===== config.mk =====
export PLATFORM = sky130hd
export DESIGN_NAME = regfile_debug_access
export DESIGN_NICKNAME = d
export VERILOG_FILES = /design/src/rtl/regfile_debug_access.sv
export SDC_FILE = /design/constraint.sdc
export NUM_CORES = 1
export LEC_CHECK = 0
export ABC_CLOCK_PERIOD_IN_PS = 4900
export CAP_MARGIN = 20
export CORE_MARGIN = 4
export CORE_UTILIZATION = 40
export DETAILED_ROUTE_END_ITERATION = 12
export HOLD_SLACK_MARGIN = 0.12
export PLACE_DENSITY = 0.8
export SLEW_MARGIN = 10
export SYNTH_ARGS = -nofsm -noshare
export SYNTH_HDL_FRONTEND = slang
export SYNTH_SLANG_ARGS = --single-unit

===== constraint.sdc =====
create_clock -name clk -period 4.9 [get_ports clk]
set_input_delay 1.225 -clock clk [delete_from_list [all_inputs] [get_ports clk]]
set_output_delay 1.225 -clock clk [all_outputs]
set_load 0.02 [all_outputs]

===== src/rtl/regfile_debug_access.sv =====
// Debug-side initiator for the 32 x XLEN register file.
// Serves read-one, write-one and dump-all commands while the core is halted.
module regfile_debug_access #(
  parameter int XLEN  = 32,
  parameter int NREGS = 32
) (
  input  logic            clk,
  input  logic            rst,
  input  logic            core_halted,
  input  logic            cmd_valid,
  output logic            cmd_ready,
  input  logic [1:0]      cmd_op,
  input  logic [4:0]      cmd_addr,
  input  logic [XLEN-1:0] cmd_wdata,
  output logic [4:0]      rf_rs1,
  input  logic [XLEN-1:0] rf_rdata1,
  output logic            rf_en,
  output logic [4:0]      rf_rd,
  output logic [XLEN-1:0] rf_wdata,
  output logic            rsp_valid,
  input  logic            rsp_ready,
  output logic [XLEN-1:0] rsp_data,
  output logic [4:0]      rsp_addr,
  output logic            rsp_last,
  output logic            rsp_err
);

  typedef enum logic [1:0] {
    IDLE,
    RD,
    WR,
    RESP
  } state_t;

  localparam logic [1:0] OP_READ  = 2'b00;
  localparam logic [1:0] OP_WRITE = 2'b01;
  localparam logic [1:0] OP_DUMP  = 2'b10;
  localparam logic [1:0] OP_RSVD  = 2'b11;

  localparam logic [4:0] LAST_IDX = 5'(NREGS - 1);

  state_t     state;
  logic [1:0] op;
  logic [4:0] addr;
  logic [4:0] idx;

  assign cmd_ready = (state == IDLE);
  assign rsp_valid = (state == RESP);
  assign rf_rs1    = idx;

  // Command FSM; every register-file and response output is registered here.
  always_ff @(posedge clk) begin
    if (rst) begin
      state    <= IDLE;
      op       <= OP_READ;
      addr     <= '0;
      idx      <= '0;
      rf_en    <= 1'b0;
      rf_rd    <= '0;
      rf_wdata <= '0;
      rsp_data <= '0;
      rsp_addr <= '0;
      rsp_last <= 1'b0;
      rsp_err  <= 1'b0;
    end else begin
      rf_en    <= 1'b0;
      rf_rd    <= '0;
      rf_wdata <= '0;
      case (state)
        IDLE: begin
          if (cmd_valid) begin
            op   <= cmd_op;
            addr <= cmd_addr;
            if (!core_halted || cmd_op == OP_RSVD) begin
              rsp_data <= '0;
              rsp_addr <= cmd_addr;
              rsp_last <= 1'b1;
              rsp_err  <= 1'b1;
              state    <= RESP;
            end else if (cmd_op == OP_READ) begin
              idx   <= cmd_addr;
              state <= RD;
            end else if (cmd_op == OP_DUMP) begin
              idx   <= '0;
              state <= RD;
            end else begin
              // x0 is hardwired; suppress the strobe but still ack.
              rf_en    <= (cmd_addr != 5'd0);
              rf_rd    <= cmd_addr;
              rf_wdata <= cmd_wdata;
              state    <= WR;
            end
          end
        end
        RD: begin
          rsp_data <= rf_rdata1;
          rsp_addr <= idx;
          rsp_err  <= 1'b0;
          rsp_last <= (op != OP_DUMP) || (idx == LAST_IDX);
          state    <= RESP;
        end
        WR: begin
          rsp_data <= '0;
          rsp_addr <= addr;
          rsp_err  <= 1'b0;
          rsp_last <= 1'b1;
          state    <= RESP;
        end
        RESP: begin
          if (rsp_ready) begin
            if (rsp_last) begin
              state <= IDLE;
            end else begin
              idx   <= idx + 5'd1;
              state <= RD;
            end
          end
        end
        default: state <= IDLE;
      endcase
    end
  end

endmodule


Word level (Yosys, flattened, before mapping). Index checks and enable logic that the tools add are counted.

Add/subtract/negate cells: 1. Equality and inequality tests: 13. Reductions and logical operators: 16. Mux-type cells: 24. Bitwise logic cells: 2.

Operator list (number): $pmux 32 s3 (1); $mux 32 (2); $mux 5 (8); $pmux 5 s3 (1); $mux 2 (5); $pmux 5 s2 (1); $eq 2x2->1 const B (4); $ne 2x2->1 const B (4); $pmux 2 s3 (1); $reduce_and 3->1 (2); $reduce_and 6->1 (1); $reduce_or 6->1 (1); $add 5x1->5 const B (1); $eq 5x5->1 const B (1); $reduce_bool 5->1 (1); $logic_not 2->1 (2); $ne 2x1->1 const B (2); $reduce_and 2->1 (2); $reduce_bool 2->1 (2); $mux 1 (3); $ne 3x1->1 const B (1); $pmux 1 s3 (1); $reduce_bool 3->1 (1); $eq 2x1->1 const B (1); other kinds (5) (7).

Register bits after elaboration: 91. Input port bits: 76. Output and inout port bits: 84.

Logic depth before layout (Yosys ltp).
Depth in word-level cells: 6. Mapped depth: 7. Gate-level depth less buffers: 6.

Least setup slack after synthesis. OpenSTA, ideal clock, no wires.

Path kind: input-to-reg. From: input port rst. To: register rf_wdata[10]. Stages: 5. Arrival time: 2.102 ns. Path buffers: 3. Setup slack: 2.739 ns. Setup time: 0.059 ns. Cell sequence: clkbuf_1 nor4_2 buf_2 buf_4 and2_1.

Longest elaborated chain between the ends: 1.

RTL lines: start: declaration (line 8) `input logic rst,`; $reduce_or 6->1 (no line); end signal: assignment (line 90) `rf_wdata <= cmd_wdata;`; end: declaration (line 19) `output logic [XLEN-1:0] rf_wdata,`.

Every way passes these cells. A chain may end at the register's enable or synchronous reset.

Worst setup path after layout.
From: register state[0]. To: output port cmd_ready.

Longest elaborated chain between the ends: 1.

RTL lines: start: declaration (line 42) `state_t state;`; start signal: assignment (line 54) `state <= IDLE;`; start signal: assignment (line 79) `state <= RESP;`; start signal: assignment (line 82) `state <= RD;`; $logic_not 2->1 (line 47) `assign cmd_ready = (state == IDLE);`; end: declaration (line 11) `output logic cmd_ready,`.

Every way passes these cells.

==> run summary <==
* vias post-DR: 3,105
* area of the mapped netlist: 0.00338 mm²
* launching element of the worst setup path: state[0]
* width of the chip: 99.9 µm
* share of total power in sequential cells: 39.6%
* pin slew with the least headroom to its limit: 1.02 ns
* global-route wire length before repair: 14,800 µm
* worst path arrival time: 2.10 ns
* max cap viols: 0
* Internal Dissipation: 1.39 mW
* placer's final routability congestion estimate: 0.844
* vias in the first global route: 3,016
* Worst Skew: 0.00864 ns
* Yosys top cell by area: dfxtp_1
* count of endpoints failing setup in the final report: 0
* switching part of the total: 37.9%
* global route total overflow: 0
* Worst Reg-to-Reg Cells: 6
* synth warn: 0
* critical path, cell by cell: inv_1 > ha_1 > clkdlybuf4s50_1
* result of the run: finished clean
* slowest cell delay on critical path: 0.74 ns
* cell at the root of the clock tree: clkbuf_8
* end point of the critical path: cmd_ready
* number of buffers added on ports: 159
* clock power share: 19.7%
* detail-routed via count per cell: 5.02
* Fillers: 698
* floorplan row count: 33
* average wire per cell in the routed design: 14.8 µm
* overall power after layout: 2.24 mW
* top cell family by delay on the critical path: buffers and inverters
* path class of the lowest-slack min-delay path: flop to flop
* worst flop-to-flop path endpoint: rf_wdata[16]
* clk buf depth: 2
* non-filler instance count after layout: 619
* CTS tree: yes
* portion of synthesized cell area occupied by the leading cell type: 53.9%
* number of cells on the critical path: 3
* # hold bufs at CTS: 0
* starting utilization of the core area: 41.1%
* CTS-repair resized insts: 0
* most common library cell in the layout ignoring fill and taps: clkdlybuf4s50_1
* area inside the core boundary: 0.00822 mm²
* Pins Over Slew Limit: 0
* Setup Total Neg Slack: 0 ns
* Combinational Power Share: 40.8%
* count of buffers added by post-CTS timing repair for setup: 0
* register clock-pin slew on the reported worst setup and hold paths: 0.09 ns
* Syn-to-layout area delta: 52.8%
* DRT iter0 DRCs: 101
* critical path required time: 3.67 ns
* net count reported at finish: 594
* area enclosed by the die boundary: 0.00998 mm²
* Antenna Nets Post-Route: 0
* startpoint class of the critical path: flop
* total I/O pin count: 160
* final hold violation count: 0
* setup repair after global routing missed its margin: false
* gate count of the mapped netlist: 361
* placed cell count: 604
* static leakage: 1.87 nW
* portion of the post-synthesis area used by sequential elements: 53.9%
* antenna cell count: 0
* Max Fclk: 0.301 GHz
* power density normalized to cell area: 434 mW/mm²
* die height: 99.9 µm
* post-detail-place hpwl: 6770 µm
* Sequential Area: 0.00182 mm²
* worst skew pair latency: 0.34 ns
* maximum number of pins on one net before global-route repair: 55
* Period minus WS final: 3.32 ns
* syn_area_per_cell: 9.35 µm²
* start-to-end type of the worst setup path: flop to output pin
* Worst IR Drop VDD: 0.285 mV
* number of antenna violations at the first check in global routing: 0
* Multi-input gate area: 0.00139 mm²
* FF-to-FF setup slack: 2.77 ns
* beginning of the worst register-to-register path: state[0]
* Crit Path Max Fanout: 15
* remaining routing DRC violations: 0
* main area contributors after synthesis: dfxtp_1, a21oi_1, and2_1
* number of detailed-route iterations in the first pass: 4
* worst-path cell with the longest stage delay: clkdlybuf4s50_1
* total routing resource utilization after global routing: 18.3%
* Crit. End Element: output pin
* portion of the clock cycle consumed by the worst path in the final layout: 67.8%
* tightest slew margin relative to the limit: 32.3%
* Final Core Density: 62.8%
* total clock sinks: 91
* final wirelength: 9180 µm
* number of distinct library cells after synthesis: 41
* number of storage elements in the synthesis netlist: 91
* total nets after synthesis: 445
* H-tree depth: 3
* clock buffer count from CTS: 9
* fraction of layout instances using a drive strength above 1: 5.25%
* Buffers & Inverters on Critical Path: 2
* commonest cells after routing, fill and taps aside: clkdlybuf4s50_1, dfxtp_1, nand2_1, a21oi_1, nand3_1
* switching power of the nets: 0.848 mW
[metal layers]
layer	track usage, %	part of all wire [%]
met1	22.0	40
met4	7.88	2.5
met3	2.99	5.8
met5	0	0
met2	32.1	52
[cell usage after synthesis]
| cell | n |
|---|---|
| ha_1 | 8 |
| clkbuf_1 | 9 |
| a31o_2 | 1 |
| o21a_1 | 1 |
| inv_1 | 7 |
| a22oi_1 | 1 |
| dfxtp_1 | 91 |
| a21oi_1 | 49 |
| o21ai_2 | 1 |
| mux2i_1 | 2 |
| buf_6 | 4 |
| o22ai_1 | 1 |
| a31oi_1 | 1 |
| a21bo_2 | 1 |
| buf_2 | 7 |
| nor4_2 | 1 |
| buf_4 | 4 |
| a221oi_2 | 1 |
| o22ai_2 | 1 |
| o22a_1 | 1 |
| a211oi_1 | 2 |
| and3_1 | 1 |
| o211ai_1 | 5 |
| a22oi_4 | 1 |
| and2_1 | 37 |
| nand2_1 | 49 |
| buf_1 | 1 |
| xnor2_1 | 1 |
| nor3_1 | 1 |
| or4_1 | 1 |
| nor4bb_1 | 1 |
| a21o_1 | 2 |
| nand3_1 | 43 |
| a311oi_1 | 2 |
| a221o_1 | 5 |
| nand4_1 | 1 |
| o21ai_0 | 2 |
| nor2_1 | 8 |
| a21boi_1 | 1 |
| nand3b_1 | 2 |
| nand2b_1 | 3 |
[logic make-up after synthesis]
| group | Yosys count | share of synthesized area (%) |
|---|---|---|
| adder cells (fa/ha/maj) | 8 | 2.96 |
| AND/OR/NAND/NOR | 148 | 22.0 |
| multiplexers | 2 | 0.593 |
| AO/OA/AOI/OAI | 79 | 15.1 |
| XOR/XNOR | 1 | 0.259 |
| buffers and inverters | 32 | 5.15 |
| flip-flops | 91 | 53.9 |
[power by group through the flow]
stage          logic [mW]  clock network [mW]  registers (mW)
2_1_floorplan       0.543                   0           0.976
3_3_place_gp        0.891                   0           0.899
3_5_place_dp        0.919                   0           0.905
4_1_cts             0.920               0.454           0.887
5_1_grt              1.00               0.484           0.900
6_report            0.913               0.441           0.887
[how the worst min path moves through the flow]
stage                             from           end  depth (start not counted)
after floorplan                  op[1]         op[1]                          2
after detailed placement  rsp_data[19]  rsp_data[19]                          2
after global routing      rsp_data[16]  rsp_data[16]                          2
after global placement    rsp_data[22]  rsp_data[22]                          2
final                     rsp_data[19]  rsp_data[19]                          2
after CTS                 rsp_data[19]  rsp_data[19]                          2
[metrics by stage]
| stage | area, µm² | setup WS [ns] | hold slack, ns |
|---|---|---|---|
| finish | 5160 | 1.58 | 0.451 |
| global route | 5160 | 1.47 | 0.471 |
| detailed placement | 4990 | 1.83 | 0.446 |
| CTS | 5160 | 1.57 | 0.456 |
| floorplan | 3380 | 2.74 | 0.431 |
| global placement | 4980 | 1.89 | 0.436 |
[state kept, by name, indices dropped and copies added, names as in the netlist]
signal / count
rf_wdata: 32
state: 2
rsp_err: 1
rf_en: 1
rf_rd: 5
rsp_addr: 5
addr: 5
rsp_last: 1
op: 2
rf_rs1: 5
rsp_data: 32
[worst reg2reg max path, cell delays in order (launching register included)]
cell	delay, ns
dfxtp_1	0.36
inv_1	0.12
ha_1	0.54
nand2_1	0.34
nor4_4	0.21
buf_4	0.33
and2_1	0.19
[cell type report]
type	count	area share (%)
clock buffer	9	2.40
clock inverter	6	0.824
inverter	7	0.509
multi-input combinational	238	26.9
sequential	91	35.3
tap	105	2.55
timing repair buffer	163	31.5
No activity file was read; power rests on OpenSTA's default activity.
